File: src/rtl/rs_age_sel.sv
// Reservation station with CDB wakeup, same-cycle issue bypass and a single registered dispatch port.
// Define RS_AGE_ORDER_EN to dispatch the oldest ready entry; otherwise the lowest-index ready entry wins.
module rs_age_sel #(
    parameter int DEPTH   = 8,
    parameter int ROB_W   = 4,
    parameter int NUM_CDB = 2
) (
    input  logic                       clk_in,
    input  logic                       rst_in,
    input  logic                       rdy_in,
    input  logic                       rob_clear_up,
    input  logic                       issue_valid,
    input  logic [6:0]                 op_type_in,
    input  logic [2:0]                 op_in,
    input  logic                       funct7b_in,
    input  logic [31:0]                v1_in,
    input  logic [31:0]                v2_in,
    input  logic                       dep1_in,
    input  logic                       dep2_in,
    input  logic [ROB_W-1:0]           tag1_in,
    input  logic [ROB_W-1:0]           tag2_in,
    input  logic [ROB_W-1:0]           rd_rob_in,
    input  logic [31:0]                pc_in,
    input  logic [NUM_CDB-1:0]         cdb_valid,
    input  logic [NUM_CDB*ROB_W-1:0]   cdb_tag,
    input  logic [NUM_CDB*32-1:0]      cdb_value,
    output logic                       exe_valid,
    output logic [6:0]                 exe_op_type,
    output logic [2:0]                 exe_op,
    output logic                       exe_funct7b,
    output logic [31:0]                exe_v1,
    output logic [31:0]                exe_v2,
    output logic [ROB_W-1:0]           exe_rob,
    output logic [31:0]                exe_pc,
    input  logic                       exe_ready,
    output logic                       is_full,
    output logic [$clog2(DEPTH):0]     count
);

    localparam int IDX_W = $clog2(DEPTH);
    localparam int CNT_W = IDX_W + 1;

    // Bit 32 flags a hit; the lowest-numbered matching channel supplies the value.
    function automatic logic [32:0] f_wake(
        input logic [ROB_W-1:0]         tag,
        input logic [NUM_CDB-1:0]       vld,
        input logic [NUM_CDB*ROB_W-1:0] tags,
        input logic [NUM_CDB*32-1:0]    vals
    );
        logic [32:0] res;
        res = '0;
        for (int k = NUM_CDB - 1; k >= 0; k--) begin
            if (vld[k] && (tags[k*ROB_W +: ROB_W] == tag)) begin
                res = {1'b1, vals[k*32 +: 32]};
            end
        end
        return res;
    endfunction

    logic [DEPTH-1:0] r_busy;
    logic [DEPTH-1:0] r_dep1;
    logic [DEPTH-1:0] r_dep2;
    logic [6:0]       r_op_type [DEPTH];
    logic [2:0]       r_op      [DEPTH];
    logic             r_funct7b [DEPTH];
    logic [31:0]      r_v1      [DEPTH];
    logic [31:0]      r_v2      [DEPTH];
    logic [ROB_W-1:0] r_tag1    [DEPTH];
    logic [ROB_W-1:0] r_tag2    [DEPTH];
    logic [ROB_W-1:0] r_rob     [DEPTH];
    logic [31:0]      r_pc      [DEPTH];

    logic [32:0]      w_wake1 [DEPTH];
    logic [32:0]      w_wake2 [DEPTH];
    logic [32:0]      w_iwake1;
    logic [32:0]      w_iwake2;
    logic [DEPTH-1:0] w_ready;
    logic [IDX_W-1:0] w_free_idx;
    logic [IDX_W-1:0] w_sel_idx;
    logic             w_sel_any;
    logic [CNT_W-1:0] w_count;
    logic             w_accept;
    logic             w_out_free;
    logic             w_dispatch;

    genvar gi;
    generate
        for (gi = 0; gi < DEPTH; gi++) begin : g_wake
            assign w_wake1[gi] = f_wake(r_tag1[gi], cdb_valid, cdb_tag, cdb_value);
            assign w_wake2[gi] = f_wake(r_tag2[gi], cdb_valid, cdb_tag, cdb_value);
        end
    endgenerate

    assign w_iwake1 = f_wake(tag1_in, cdb_valid, cdb_tag, cdb_value);
    assign w_iwake2 = f_wake(tag2_in, cdb_valid, cdb_tag, cdb_value);
    assign w_ready  = r_busy & ~r_dep1 & ~r_dep2;

    always_comb begin
        w_count = '0;
        for (int i = 0; i < DEPTH; i++) begin
            w_count = w_count + CNT_W'(r_busy[i]);
        end
    end

    always_comb begin
        w_free_idx = '0;
        for (int i = DEPTH - 1; i >= 0; i--) begin
            if (!r_busy[i]) begin
                w_free_idx = IDX_W'(i);
            end
        end
    end

    assign count      = w_count;
    assign is_full    = (w_count == CNT_W'(DEPTH));
    assign w_accept   = rdy_in && !rob_clear_up && issue_valid && !is_full;
    assign w_out_free = !exe_valid || exe_ready;
    assign w_dispatch = rdy_in && !rob_clear_up && w_out_free && w_sel_any;

`ifdef RS_AGE_ORDER_EN
    // r_age[i][j] set means entry i was issued before entry j.
    logic [DEPTH-1:0] r_age [DEPTH];

    always_ff @(posedge clk_in or posedge rst_in) begin
        if (rst_in) begin
            for (int i = 0; i < DEPTH; i++) begin
                r_age[i] <= '0;
            end
        end else if (w_accept) begin
            for (int j = 0; j < DEPTH; j++) begin
                r_age[w_free_idx][j] <= 1'b0;
                r_age[j][w_free_idx] <= 1'b1;
            end
        end
    end

    always_comb begin
        logic [DEPTH-1:0] v_self;
        w_sel_any = 1'b0;
        w_sel_idx = '0;
        for (int i = 0; i < DEPTH; i++) begin
            v_self    = '0;
            v_self[i] = 1'b1;
            if (!w_sel_any && w_ready[i] && ((w_ready & ~r_age[i] & ~v_self) == '0)) begin
                w_sel_any = 1'b1;
                w_sel_idx = IDX_W'(i);
            end
        end
    end
`else
    always_comb begin
        w_sel_any = 1'b0;
        w_sel_idx = '0;
        for (int i = DEPTH - 1; i >= 0; i--) begin
            if (w_ready[i]) begin
                w_sel_any = 1'b1;
                w_sel_idx = IDX_W'(i);
            end
        end
    end
`endif

    always_ff @(posedge clk_in or posedge rst_in) begin
        if (rst_in) begin
            r_busy <= '0;
            r_dep1 <= '0;
            r_dep2 <= '0;
        end else if (rdy_in) begin
            if (rob_clear_up) begin
                r_busy <= '0;
                r_dep1 <= '0;
                r_dep2 <= '0;
            end else begin
                for (int i = 0; i < DEPTH; i++) begin
                    if (w_accept && (w_free_idx == IDX_W'(i))) begin
                        r_busy[i] <= 1'b1;
                        r_dep1[i] <= dep1_in && !w_iwake1[32];
                        r_dep2[i] <= dep2_in && !w_iwake2[32];
                    end else begin
                        if (w_dispatch && (w_sel_idx == IDX_W'(i))) begin
                            r_busy[i] <= 1'b0;
                        end
                        if (r_dep1[i] && w_wake1[i][32]) begin
                            r_dep1[i] <= 1'b0;
                        end
                        if (r_dep2[i] && w_wake2[i][32]) begin
                            r_dep2[i] <= 1'b0;
                        end
                    end
                end
            end
        end
    end

    // Payload needs no reset: r_busy/r_dep* alone define what is valid.
    always_ff @(posedge clk_in) begin
        if (rdy_in && !rob_clear_up) begin
            for (int i = 0; i < DEPTH; i++) begin
                if (w_accept && (w_free_idx == IDX_W'(i))) begin
                    r_op_type[i] <= op_type_in;
                    r_op[i]      <= op_in;
                    r_funct7b[i] <= funct7b_in;
                    r_v1[i]      <= (dep1_in && w_iwake1[32]) ? w_iwake1[31:0] : v1_in;
                    r_v2[i]      <= (dep2_in && w_iwake2[32]) ? w_iwake2[31:0] : v2_in;
                    r_tag1[i]    <= tag1_in;
                    r_tag2[i]    <= tag2_in;
                    r_rob[i]     <= rd_rob_in;
                    r_pc[i]      <= pc_in;
                end else begin
                    if (r_dep1[i] && w_wake1[i][32]) begin
                        r_v1[i] <= w_wake1[i][31:0];
                    end
                    if (r_dep2[i] && w_wake2[i][32]) begin
                        r_v2[i] <= w_wake2[i][31:0];
                    end
                end
            end
        end
    end

    always_ff @(posedge clk_in or posedge rst_in) begin
        if (rst_in) begin
            exe_valid   <= 1'b0;
            exe_op_type <= '0;
            exe_op      <= '0;
            exe_funct7b <= 1'b0;
            exe_v1      <= '0;
            exe_v2      <= '0;
            exe_rob     <= '0;
            exe_pc      <= '0;
        end else if (rdy_in) begin
            if (rob_clear_up) begin
                exe_valid <= 1'b0;
            end else if (w_out_free) begin
                exe_valid <= w_sel_any;
                if (w_sel_any) begin
                    exe_op_type <= r_op_type[w_sel_idx];
                    exe_op      <= r_op[w_sel_idx];
                    exe_funct7b <= r_funct7b[w_sel_idx];
                    exe_v1      <= r_v1[w_sel_idx];
                    exe_v2      <= r_v2[w_sel_idx];
                    exe_rob     <= r_rob[w_sel_idx];
                    exe_pc      <= r_pc[w_sel_idx];
                end
            end
        end
    end

endmodule

File: config.mk
export PLATFORM = sky130hd
export DESIGN_NAME = rs_age_sel
export DESIGN_NICKNAME = d
export VERILOG_FILES = /design/src/rtl/rs_age_sel.sv
export SDC_FILE = /design/constraint.sdc
export NUM_CORES = 2
export LEC_CHECK = 0
export BUFFER_PORTS_ARGS = -buffer_cell sky130_fd_sc_hd__buf_2
export CELL_PAD_IN_SITES_DETAIL_PLACEMENT = 1
export CELL_PAD_IN_SITES_GLOBAL_PLACEMENT = 2
export CORE_MARGIN = 3
export CORE_UTILIZATION = 44
export DETAILED_ROUTE_END_ITERATION = 6
export GPL_ROUTABILITY_DRIVEN = 0
export GPL_TIMING_DRIVEN = 1
export PLACE_DENSITY = 0.77
export SYNTH_ARGS = -nofsm -noshare
export SYNTH_HDL_FRONTEND = slang
export SYNTH_SLANG_ARGS = --single-unit
File: constraint.sdc
create_clock -name clk_in -period 6.27 [get_ports clk_in]
set_input_delay 0.3135 -clock clk_in [delete_from_list [all_inputs] [get_ports clk_in]]
set_output_delay 0.3135 -clock clk_in [all_outputs]
set_load 0.1 [all_outputs]
==> summary.md <==
| Metric | Value |
|---|---|
| Fraction of registers with async set/reset | approximately an eighth |
| First-pass GRT wire length | roughly 280 mm |
| Post-cts resize count | 0 |
| DP Cell Count | 5741 |
| Relative slew slack | 10.99% |
| Hold Violations, Final | 0 |
| Sequential cell area | about 32000 um^2 |
| Setup TNS | 0 ns |
| CTS tree | built |
| CP endpoint kind | flop |
| Mapped Cells | ~4000 |
| Number of synthesized flops with an enable pin | approximately 950 |
| Vias | 38150 |
| Mapped cell area | around 57000 um^2 |
| Clock Pin Slew Worst Setup and Hold Paths | 0.07 ns |
| Worst hold stages | 3 |
| Worst skew pair latency | between 0.7 and 0.8 ns |
| Max Slew Vio Count | 0 |
| Reg2Reg Launch Point | r_busy[0] |
| Root buffer cell | clkbuf_16 |
| Synth Warn # | 0 |
| Area growth syn-to-layout | 12.89% |
| Worst slew pin tran | approximately 1.3 ns |
| P per Cell Area | between 300 and 400 nW/um^2 |
| Setup ws final | 0.7292 ns |
| Die Footprint | approximately 130000 um^2 |
| Vias in the first global route | around 40000 |
| Die X | 365 um |
| CP Launch Point | r_busy[0] |
| FMAX | 0.1805 GHz |
| Number of nets in the layout | ~4500 |
| Hold_sp | v1_in[25] |
| Mean Syn Cell Area | between 10 and 15 um^2 |
| Detailed Routing Iterations Pass 1 | 5 |
| Final cell count without fillers | between 6000 and 7000 |
| Initial Util | between 40% and 50% |
| Iter 0 DRT Violations | roughly 3500 |
| Routed wire length | 197.3 mm |
| Antenna violations before repair | 11 |
| Max Clock Skew | 0.04507 ns |
| HPWL Detailed | roughly 110 mm |
| Min Tclk post-route | around 5.5 ns |
| Required time worst endpoint | between 6 and 7 ns |
| Die height | roughly 370 um |
| H-tree depth | 3 |
| Number of synthesized register bits | 1088 |
| Maxcap violations | 0 |
| Setup WS pre-CTS | between 0.8 and 0.9 ns |
| P_leak | 0.02247 uW |
| I/O pin total | around 320 |
| Final-layout fill cell count | roughly 12000 |
| Total GRT Usage | between 20% and 30% |
| End of the worst register-to-register path | r_v1[4][7] |
| Worst-path maximum fanout | 32 |
| CTS Buf Count | between 100 and 150 |
| Status | finished clean |
| Worst hold path type | primary input to flop |
| Largest net degree at the start of global routing | between 150 and 200 |
| Post-CTS Setup Bufs | 0 |
| Netlist cell types | 66 |
| Core area | 127700 um^2 |
| Via density | 6.323 |
| Hold WS | roughly 0.065 ns |
| RSZ-0062 raised after global routing | false |
| Hold Path End | r_v1[2][25] |
| Crit path DAT | slightly below 6 ns |
| I/O Buffers | about 320 |
| CTS sink count | about 1100 |
| Synthesized Nets | 4306 |
| R2R depth | 17 |
| Multi-input logic area | ~23000 um^2 |
| Gr ovfl total | 0 |
| Startpoint class of the critical path | flop |
| Sequential share of the synthesized area | between 50% and 60% |
| Post-DRT Antenna Nets | 0 |
| Row count | approximately 130 |
| Drc violations | 0 |
| Clock Path Buffers | 3 |
| Worst Path Class, Setup | flop to flop |
| FF-to-FF setup slack | 0.73 ns |
| Final Cycle Share | roughly nine tenths |
| Setup violators final | 0 |
| WL per Instance | between 30 and 40 um |
| Top FF cell, synth | edfxtp_1 |
| Share of post-route cells with drive strength above 1 | between 15 and 20% |
| VDD IR max | approximately 0.28 mV |
==> final cells by class <==
cell class              instances  area share [%]
flip-flops and latches       1088           49.97
multi-input cells            2552           35.55
well taps                    1662           3.248
diodes                          6         0.02345
inverters                      30          0.1994
clock inverters                62          0.9010
repair buffers                466           4.839
clock buffers                 167           5.267
==> worst max path at each step <==
stage / endpoint / slack (ns) / depth (start not counted)
2_1_floorplan: r_v1[7][0] / 0.37 / 12
3_3_place_gp: r_v1[4][19] / 0.90 / 17
3_5_place_dp: r_v1[4][11] / 0.82 / 17
4_1_cts: r_v1[4][7] / 0.77 / 17
5_1_grt: r_v1[4][6] / 0.50 / 17
6_report: r_v1[4][7] / 0.73 / 17
==> what timing repair did <==
item | 4_1_cts | 5_1_grt
setup endpoints to repair | 0 | 0
endpoints found under the hold margin | 492 | 0
hold buffers | 57 | 0
==> stage by stage <==
step | util (%) | cell area [um^2] | power, uW
4_1_cts | 50.13 | 64000 | 20700
2_1_floorplan | - | 56710 | 12310
6_report | 50.14 | 64020 | 20610
5_1_grt | 50.13 | 64010 | 21230
3_5_place_dp | 46.59 | 59480 | 13550
3_3_place_gp | 46.59 | 59480 | 13490
==> report_power, final <==
group	internal, uW	switching [uW]	total [uW]
Clock	4090	3080	7160
Combinational	953	3830	4790
Sequential	8290	372	8660
Total	13300	7280	20600
==> cell usage in the layout (no fill, tap or decap), types with 38 or more instances in the layout <==
cell type	synthesis	layout
edfxtp_1	952	952
dlygate4sd3_1	0	57
clkbuf_16	0	122
mux2i_1	1250	1250
nand2_1	273	264
o221ai_1	111	111
mux2i_2	60	60
dfrtp_1	136	136
mux2_1	38	38
a31o_1	119	119
buf_2	116	317
and3_1	116	114
xor2_1	108	108
buf_4	53	72
a211oi_1	111	111
a2bb2oi_1	111	111
==> layer usage <==
layer	wire, um	GRT usage [%]	up-vias
met5	27	0	-
met4	5956	9.383	4
met2	96140	49.41	1447
met1	83020	38.91	20240
li1	-	-	16140
met3	12190	3.910	318
==> registers in the layout (all words and copies together) (netlist names), 56 cells and up <==
register	count
r_v2	256
r_op_type	56
r_v1	256
r_pc	256
==> cells by family (layout without fill, tap and decap cells) <==
| kind of cell | after synthesis | after routing | synth area share [%] |
|---|---|---|---|
| buf+inv | 458 | 725 | 3.905 |
| other cells | 0 | 6 | 0 |
| xor+xnor | 145 | 145 | 2.239 |
| fa+ha+maj | 7 | 7 | 0.2074 |
| compound gates | 530 | 530 | 7.694 |
| simple gates | 496 | 496 | 4.750 |
| flops | 1088 | 1088 | 56.41 |
| mux | 1374 | 1374 | 24.79 |
==> worst max-delay path, stage by stage (launching register included) <==
cell and delay (ns):
dfrtp_1 0.48, fa_1 0.59, inv_1 0.06, fa_1 0.51
fa_1 0.42, inv_1 0.07, ha_1 0.16, inv_1 0.06
fa_1 0.56, nand2b_1 0.06, or4b_1 0.60, and3_1 0.27
nand2_2 0.23, clkinv_2 0.14, buf_4 0.29, nor3_4 0.20
buf_12 0.35, mux2i_1 0.13
==> synth_stat cells (9+ instances only) <==
cell type	n	area share [%]
o2bb2ai_1	12	0.19
o21ai_1	15	0.13
a211oi_1	111	1.5
mux2_1	38	0.75
and3_1	116	1.3
xor2_1	108	1.7
edfxtp_1	952	50
a31o_1	119	1.8
dfrtp_1	136	6.0
buf_1	66	0.44
buf_2	116	1.0
buf_6	20	0.40
nor4_4	10	0.38
nor3_1	13	0.11
mux2i_2	60	1.5
clkbuf_1	172	1.1
nor4_1	9	0.099
a2bb2oi_1	111	1.7
buf_4	53	0.70
mux2i_1	1250	22
nand2_1	273	1.8
inv_1	26	0.17
mux2_2	26	0.52
xnor2_1	37	0.57
o221ai_1	111	1.7
or2_1	10	0.11
Power figures use the tool's default switching activity.
